<file path="src/rtl/note_sequence_player.sv">
// Memory-game challenge player: latches a packed level on start, plays each note then a gap, pulses done.
// Optional macro PLAYER_TEMPO_EN adds a latched tempo input that shortens the note on-time.
module note_sequence_player #(
  parameter int NOTE_W      = 4,
  parameter int MAX_NOTES   = 8,
  parameter int LEN_W       = 4,
  parameter int NOTE_CYCLES = 25000000,
  parameter int GAP_CYCLES  = 5000000,
  parameter int CNT_W       = 32
) (
  input  logic                        clk,
  input  logic                        reset,
  input  logic                        start,
  input  logic                        abort,
`ifdef PLAYER_TEMPO_EN
  input  logic [1:0]                  tempo,
`endif
  input  logic [NOTE_W*MAX_NOTES-1:0] level_data,
  input  logic [LEN_W-1:0]            level_length,
  output logic [NOTE_W-1:0]           note_out,
  output logic [LEN_W-1:0]            note_index,
  output logic                        busy,
  output logic                        done
);

  localparam int                DATA_W   = NOTE_W * MAX_NOTES;
  localparam logic [LEN_W-1:0]  MAX_LEN  = LEN_W'(MAX_NOTES);
  localparam logic [CNT_W-1:0]  GAP_LOAD = CNT_W'(GAP_CYCLES - 1);

  typedef enum logic [1:0] {
    S_IDLE   = 2'd0,
    S_NOTE   = 2'd1,
    S_GAP    = 2'd2,
    S_FINISH = 2'd3
  } state_t;

  state_t              state_r, state_s;
  logic [CNT_W-1:0]    timer_r, timer_s;
  logic [LEN_W-1:0]    idx_r, idx_s;
  logic [LEN_W-1:0]    len_r, len_s;
  logic [DATA_W-1:0]   data_r, data_s;
  logic [NOTE_W-1:0]   note_r, note_s;
  logic                busy_r, busy_s;
  logic                done_r, done_s;
  logic [LEN_W-1:0]    len_in_s;
  logic [CNT_W-1:0]    start_load_s;
  logic [CNT_W-1:0]    run_load_s;

  // Slot 0 sits in the most-significant NOTE_W bits of the packed level.
  function automatic logic [NOTE_W-1:0] slot_of(input logic [DATA_W-1:0] d,
                                                input logic [LEN_W-1:0]  idx);
    logic [NOTE_W-1:0] s;
    s = {NOTE_W{1'b0}};
    for (int i = 0; i < MAX_NOTES; i++) begin
      if (idx == LEN_W'(i)) begin
        s = d[(MAX_NOTES-1-i)*NOTE_W +: NOTE_W];
      end
    end
    return s;
  endfunction

`ifdef PLAYER_TEMPO_EN
  logic [1:0] tempo_r;

  // On-time halves per tempo step but never drops below one cycle.
  function automatic logic [CNT_W-1:0] on_load(input logic [1:0] t);
    logic [CNT_W-1:0] on;
    on = CNT_W'(NOTE_CYCLES) >> t;
    if (on == {CNT_W{1'b0}}) begin
      on = CNT_W'(1);
    end
    return on - CNT_W'(1);
  endfunction

  assign start_load_s = on_load(tempo);
  assign run_load_s   = on_load(tempo_r);

  // Tempo is captured together with the level so it holds for the whole playback.
  always_ff @(posedge clk or posedge reset) begin
    if (reset) begin
      tempo_r <= 2'd0;
    end else if (state_r == S_IDLE && start && !abort) begin
      tempo_r <= tempo;
    end else begin
      tempo_r <= tempo_r;
    end
  end
`else
  assign start_load_s = CNT_W'(NOTE_CYCLES - 1);
  assign run_load_s   = CNT_W'(NOTE_CYCLES - 1);
`endif

  assign len_in_s = (level_length > MAX_LEN) ? MAX_LEN : level_length;

  // Next-state and next-output logic; every output is computed here and registered below.
  always_comb begin
    state_s = state_r;
    timer_s = timer_r;
    idx_s   = idx_r;
    len_s   = len_r;
    data_s  = data_r;
    note_s  = note_r;
    busy_s  = busy_r;
    done_s  = 1'b0;
    case (state_r)
      S_IDLE: begin
        note_s = {NOTE_W{1'b0}};
        busy_s = 1'b0;
        if (abort) begin
          state_s = S_IDLE;
        end else if (start) begin
          data_s = level_data;
          len_s  = len_in_s;
          idx_s  = {LEN_W{1'b0}};
          if (len_in_s == {LEN_W{1'b0}}) begin
            state_s = S_FINISH;
            done_s  = 1'b1;
          end else begin
            state_s = S_NOTE;
            timer_s = start_load_s;
            note_s  = slot_of(level_data, {LEN_W{1'b0}});
            busy_s  = 1'b1;
          end
        end else begin
          state_s = S_IDLE;
        end
      end
      S_NOTE: begin
        if (abort) begin
          state_s = S_IDLE;
          note_s  = {NOTE_W{1'b0}};
          busy_s  = 1'b0;
        end else if (timer_r == {CNT_W{1'b0}}) begin
          state_s = S_GAP;
          timer_s = GAP_LOAD;
          note_s  = {NOTE_W{1'b0}};
        end else begin
          timer_s = timer_r - CNT_W'(1);
        end
      end
      S_GAP: begin
        if (abort) begin
          state_s = S_IDLE;
          note_s  = {NOTE_W{1'b0}};
          busy_s  = 1'b0;
        end else if (timer_r == {CNT_W{1'b0}}) begin
          if (idx_r == len_r - LEN_W'(1)) begin
            state_s = S_FINISH;
            busy_s  = 1'b0;
            done_s  = 1'b1;
          end else begin
            state_s = S_NOTE;
            idx_s   = idx_r + LEN_W'(1);
            note_s  = slot_of(data_r, idx_r + LEN_W'(1));
            timer_s = run_load_s;
          end
        end else begin
          timer_s = timer_r - CNT_W'(1);
        end
      end
      S_FINISH: begin
        state_s = S_IDLE;
        note_s  = {NOTE_W{1'b0}};
        busy_s  = 1'b0;
      end
      default: begin
        state_s = S_IDLE;
        note_s  = {NOTE_W{1'b0}};
        busy_s  = 1'b0;
      end
    endcase
  end

  // State, timer, latched level and registered outputs.
  always_ff @(posedge clk or posedge reset) begin
    if (reset) begin
      state_r <= S_IDLE;
      timer_r <= {CNT_W{1'b0}};
      idx_r   <= {LEN_W{1'b0}};
      len_r   <= {LEN_W{1'b0}};
      data_r  <= {DATA_W{1'b0}};
      note_r  <= {NOTE_W{1'b0}};
      busy_r  <= 1'b0;
      done_r  <= 1'b0;
    end else begin
      state_r <= state_s;
      timer_r <= timer_s;
      idx_r   <= idx_s;
      len_r   <= len_s;
      data_r  <= data_s;
      note_r  <= note_s;
      busy_r  <= busy_s;
      done_r  <= done_s;
    end
  end

  assign note_out   = note_r;
  assign note_index = idx_r;
  assign busy       = busy_r;
  assign done       = done_r;

endmodule
</file>
<file path="config.mk">
export PLATFORM = sky130hd
export DESIGN_NAME = note_sequence_player
export DESIGN_NICKNAME = d
export VERILOG_FILES = /design/src/rtl/note_sequence_player.sv
export SDC_FILE = /design/constraint.sdc
export NUM_CORES = 1
export LEC_CHECK = 0
export ABC_AREA = 1
export BUFFER_PORTS_ARGS = -buffer_cell sky130_fd_sc_hd__buf_2
export CAP_MARGIN = 20
export CORE_ASPECT_RATIO = 1.4
export CORE_MARGIN = 3
export CORE_UTILIZATION = 40
export CTS_CLUSTER_DIAMETER = 120
export DETAILED_ROUTE_END_ITERATION = 10
export GPL_ROUTABILITY_DRIVEN = 0
export PLACE_DENSITY = 0.62
export SLEW_MARGIN = 20
export SYNTH_ARGS = -nofsm -noshare
export SYNTH_HDL_FRONTEND = slang
export SYNTH_SLANG_ARGS = --single-unit
</file>
<file path="constraint.sdc">
create_clock -name clk -period 2 [get_ports clk]
set_input_delay 0.1 -clock clk [delete_from_list [all_inputs] [get_ports clk]]
set_output_delay 0.1 -clock clk [all_outputs]
set_load 0.02 [all_outputs]
</file>
* Word-level counts from Yosys, hierarchy flattened
Index checks and enable logic that the tools add are counted.
** Storage, ports and cells
- Latch bits :: 0
- Output and inout bits :: 10
- Bits in read-only memories :: 0
- Memories :: 0
- RAM bits :: 0
- Input bits :: 40
- Bits in registers :: 80
** Operators by class
- Reductions and logical operators :: 12
- Multipliers :: 0
- $lt $le $gt $ge :: 1
- Div/mod/pow operators :: 0
- $add $sub $neg :: 3
- Bitwise logic cells :: 1
- Shift-type cells :: 0
- Eq/ne operators :: 24
- Multiplexer cells :: 57
** Operator list (number)
- 2-to-1 mux 32 bit :: 8
- one-hot mux 32 bit (3 select lines) :: 1
- 2-to-1 mux 4 bit :: 22
- logical NOT 32 bit :: 1
- subtractor 32 x 1 -> 32 bit, second input constant :: 1
- == test 4 x 3 -> 1 bit, second input constant :: 4
- 2-to-1 mux 2 bit :: 8
- inequality test 2 bit, second input constant :: 8
- one-hot mux 4 bit (4 select lines) :: 1
- inequality test 3 bit, second input constant :: 5
- 2-to-1 mux 1 bit :: 13
- AND reduction 3 bit :: 3
- == test 4 x 2 -> 1 bit, second input constant :: 2
- logical NOT 4 bit :: 2
- one-hot mux 2 bit (4 select lines) :: 1
- one-hot mux 4 bit (2 select lines) :: 1
- AND reduction 7 bit :: 1
- AND reduction 6 bit :: 1
- adder 4 x 1 -> 4 bit, second input constant :: 1
- == test 2 bit, second input constant :: 2
- == test 4 x 1 -> 1 bit, second input constant :: 1
- == test 4 bit :: 1
- > comparator 4 bit, second input constant :: 1
- one-hot mux 1 bit (4 select lines) :: 1
- 8 further kinds :: 8

* Longest topological paths before layout
- Word-level depth :: 14
- Mapped depth :: 15

* Worst setup path after synthesis
OpenSTA, ideal clock, no wires.
- Path type :: reg-to-reg
- From :: register idx_r[0] (netlist: note_index[0])
- To :: register note_r[0] (netlist: note_out[0])
- Arrival :: 1915 ps
- Library setup time :: 123 ps
- Cell stages (with the launch flop) :: 12
- Path slack :: -38 ps
- Path buffers :: 1
- Cells stage by stage :: dfrtp_1 ha_1 xnor2_1 buf_4 nand3_1 or2_2 nand3_1 nand3_1 nand2_1 nand2_1 nand2_1 a21oi_1
** Between the ends
- Word-level cells in the longest chain between the ends :: 14
** Ends and longest elaborated chain
- start: declaration :: line 39 : logic [LEN_W-1:0] idx_r, idx_s;
- start signal: assignment :: line 179 : idx_r <= {LEN_W{1'b0}};
- start signal: assignment :: line 188 : idx_r <= idx_s;
- adder 4 x 1 -> 4 bit :: line 154 : note_s = slot_of(data_r, idx_r + LEN_W'(1));
- logical NOT 4 bit :: line 55 : if (idx == LEN_W'(i)) begin
- 2-to-1 mux 4 bit (8 in a row) :: line 55
- 2-to-1 mux 4 bit :: line 147 : if (idx_r == len_r - LEN_W'(1)) begin
- 2-to-1 mux 4 bit :: line 146 : end else if (timer_r == {CNT_W{1'b0}}) begin
- 2-to-1 mux 4 bit :: line 142 : if (abort) begin
- one-hot mux 4 bit (4 select lines) :: line 105 : case (state_r)
- end signal: assignment :: line 182 : note_r <= {NOTE_W{1'b0}};
- end signal: assignment :: line 191 : note_r <= note_s;
- end: declaration :: line 42 : logic [NOTE_W-1:0] note_r, note_s;
Parallel ways exist; a longest one is shown, timed or not. The select of a mux whose other input is x is not followed.
A chain may end at the register's enable or synchronous reset.

* Worst setup path after layout
- From :: register len_r[0]
- To :: register timer_r[15]
** Between the ends
- Word-level cells in the longest chain between the ends :: 4
** Ends and longest elaborated chain
- start: declaration :: line 40 : logic [LEN_W-1:0] len_r, len_s;
- start signal: assignment :: line 180 : len_r <= {LEN_W{1'b0}};
- start signal: assignment :: line 189 : len_r <= len_s;
- subtractor 4 x 1 -> 4 bit :: line 147
- == test 4 bit :: line 147
- inequality test 3 bit (no line)
- AND reduction 7 bit (no line)
- end signal: assignment :: line 178 : timer_r <= {CNT_W{1'b0}};
- end signal: assignment :: line 187 : timer_r <= timer_s;
- end: declaration :: line 38 : logic [CNT_W-1:0] timer_r, timer_s;
No other way between the ends.

==> impl_metrics.env <==
export IMPL_syn2layout_area_growth_pct=36.37
export IMPL_clk_latency_ns=0.34
export IMPL_p_leak_uw=0.003261
export IMPL_grt_pass1_wl_um=22380
export IMPL_yosys_warnings=0
export IMPL_insertedDiodeCount=0
export IMPL_grt_pass1_vias=4817
export IMPL_fin_crit_ns=1.964
export IMPL_cpPeakStageDelay_ns=0.37
export IMPL_avgSynthCellArea_um2=7.420
export IMPL_antenna_found_initial=0
export IMPL_clock_power_share=0.247
export IMPL_fin_total_pwr_uw=7729
export IMPL_p_switching_uw=2975
export IMPL_grt_max_degree=81
export IMPL_layout_common_cells="nand2_1, dfrtp_1, inv_1"
export IMPL_syn_cell_area_mm2=0.004912
export IMPL_holdWs_ns=-0.003863
export IMPL_fin_nets=854
export IMPL_p_int_uw=4754
export IMPL_htree_levels=3
export IMPL_min_period_over_period=0.9821
export IMPL_synth_flop_cell="dfrtp_1"
export IMPL_status="finished with violations"
export IMPL_setup_ws_ns=0.03585
export IMPL_wl_per_cell_um=14.46
export IMPL_crit_top_cell="nand4_1"
export IMPL_num_rows=47
export IMPL_synth_edf_count=0
export IMPL_synthMuxAreaShare=0
export IMPL_switching_share=0.3849
export IMPL_clockBufferDepth=2
export IMPL_hold_path_class="in -> reg"
export IMPL_clkTransAtPathRegs_ns=0.06
export IMPL_hold_violations=1
export IMPL_cp_end_kind="flip-flop"
export IMPL_tightestPinTransition_ns=0.4438
export IMPL_synth_compound_area_frac=0.1024
export IMPL_die_height_um=137.1
export IMPL_crit_path_start="len_r[0]$_DFFE_PP0P_"
export IMPL_fin_cells=953
export IMPL_initial_core_util=0.4115
export IMPL_violations="negative hold slack"
export IMPL_finalMaxSlewViolations=0
export IMPL_synthCells=662
export IMPL_cp_start_kind="flip-flop"
export IMPL_yosys_area_share_simple=0.3332
export IMPL_routed_top_layer="met4"
export IMPL_reg2reg_from="len_r[0]$_DFFE_PP0P_"
export IMPL_synth_nets=715
export IMPL_drive_gt1_frac=0.2816
export IMPL_hpwl_um=10030
export IMPL_cts_tree="yes"
export IMPL_drt_wl_total_um=13780
export IMPL_seqCellArea_mm2=0.002003
export IMPL_drc_errors=0
export IMPL_grt_overflow=0
export IMPL_path_cells="inv_2, ha_4, or2_4, nand4_1, nor2_2, nand2_2, nor2_4, nand2_4, buf_4, nand4_1, xor2_1, nor2_1"
export IMPL_crit_arrival_ns=2.19
export IMPL_first_pass_iters=5
export IMPL_viasPerCell=5.068
export IMPL_maxSlewHeadroom=0.7041
export IMPL_dp_cells=897
export IMPL_core_mm2=0.01194
export IMPL_met2_length_um=7459
export IMPL_critPathMaxFanout=3
export IMPL_synthArstFlopShare=1.000
export IMPL_setup_violations_final=0
export IMPL_multiInputGateArea_mm2=0.002724
export IMPL_cp_slowest_cell="dfrtp_1"
export IMPL_clock_skew_ns=0.006702
export IMPL_drv_cap=0
export IMPL_final_common_cell="nand2_1"
export IMPL_drtIter0Drc=228
export IMPL_ir_drop_uv=614.6
export IMPL_wl_met1_um=5343
export IMPL_worstPathRequired_ns=2.23
export IMPL_dieWidth_um=99.66
export IMPL_pwr_share_seq=0.322
export IMPL_synth_top_family_by_area="simple AND/OR/NAND/NOR gates"
export IMPL_synth_cell_type_count=39
export IMPL_share_comb_of_total_power=0.431
export IMPL_path_class="reg -> reg"
export IMPL_synthXorXnorAreaFrac=0.03209
export IMPL_die_area_mm2=0.01366
export IMPL_ys_ff_latch=80
export IMPL_post_place_ws_ns=-0.08139
export IMPL_port_buffers=49
export IMPL_io_pins=50
export IMPL_rsz0062_at_grt="true"
export IMPL_cts_buffers_inserted=9
export IMPL_grt_total_usage=0.2058
export IMPL_ant_nets=0
export IMPL_cts_sinks=80
export IMPL_yosysSeqAreaShare=0.4075
export IMPL_fmax_mhz=509.1
export IMPL_root_buffer="clkbuf_16"
export IMPL_dr_total_vias=4830
export IMPL_num_fill_cells=1106
export IMPL_detailroute_wirelength_met3_um=417
export IMPL_synthAdderAreaFrac=0.03311
export IMPL_power_density_mw_per_mm2=1154
export IMPL_worstHoldStart="level_data[3]"
-- repair_timing --
action                                 in CTS  in global routing
gates cloned                                2                  0
hold buffers                               31                  0
buffers inserted                            1                  6
setup endpoints to repair                  30                 42
endpoints found under the hold margin     110                  0
pin swaps                                   4                 15
resized for setup                          12                 68
-- Yosys cell counts (all sizes together), types with 3 or more instances --
cell type | n | area [um2]
nand4 | 18 | 118.9
a21oi | 12 | 60.06
xnor2 | 4 | 35.03
nor4 | 3 | 33.78
nor3b | 3 | 32.53
ha | 13 | 162.7
a22oi | 15 | 112.6
o21ai | 42 | 214.0
dfrtp | 80 | 2002
nand3 | 34 | 187.7
buf | 6 | 60.06
nand2 | 199 | 769.5
clkbuf | 9 | 33.78
nor2 | 79 | 371.6
or2 | 3 | 18.77
o22ai | 6 | 37.54
xor2 | 14 | 122.6
inv | 95 | 356.6
nor3 | 14 | 96.35
a31oi | 9 | 56.30
-- path summary, 6_finish.rpt --
kind | endpoint | slack [ns] | cells after the start
max reg2reg | timer_r[15]$_DFFE_PP0P_ | 0.04 | 12
min | data_r[3]$_DFFE_PP0P_ | -0.004 | 3
max in group asynchronous | data_r[5]$_DFFE_PP0P_ | 1.23 | 4
min in group asynchronous | timer_r[8]$_DFFE_PP0P_ | 0.41 | 4
max | timer_r[15]$_DFFE_PP0P_ | 0.04 | 12
min reg2reg | data_r[1]$_DFFE_PP0P_ | 0.46 | 2
-- layout make-up --
cell class                 count  share of cell area
timing repair buffer         142              0.1612
clock buffer                   9             0.03362
clock inverter                 7             0.01793
multi-input combinational    473              0.4066
inverter                      95             0.05417
sequential                    80              0.2990
tap                          147             0.02746
-- state kept, by name, indices dropped and copies added, names as in the netlist --
register and count:
busy 1, len_r 4, note_out 4, data_r 32, state_r 2, note_index 4, done 1, timer_r 32
-- power by group through the flow --
stage               Combinational [uW]  Sequential [uW]  Clock [uW]
floorplan                         1880             2470           0
detailed placement                2840             2500           0
global placement                  2770             2490           0
CTS                               3040             2480        1950
finish                            3330             2490        1910
global route                      3690             2560        2010
-- critical path: cells and delay by family, from the launching register on --
family	cells	cell delay, ns
DFF	1	0.37
xor gates and xnor gates	1	0.17
buffers and inverters	2	0.21
and+or+nand+nor	8	0.84
adders and majority gates	1	0.26
-- cells by family after synthesis --
family          after synthesis
fa+ha+maj                    13
buf+inv                     110
simple gates                354
xor+xnor                     18
flops                        80
compound gates               87
-- metrics by stage --
step	instance area [um2]	TNS, ns	util
after floorplan	4922	0	-
after global placement	5695	0	0.4771
after detailed placement	5695	-0.4915	0.4771
after CTS	6430	0	0.5386
after global routing	6699	-0.3609	0.5612
final	6699	0	0.5612
-- routing by layer --
| metal | track usage | up-vias |
|---|---|---|
| li1 | - | 2398 |
| met5 | 0 | - |
| met4 | 0.1116 | 0 |
| met3 | 0.03009 | 43 |
| met2 | 0.3786 | 107 |
| met1 | 0.2251 | 2282 |
(Power assumes the default switching activity.)
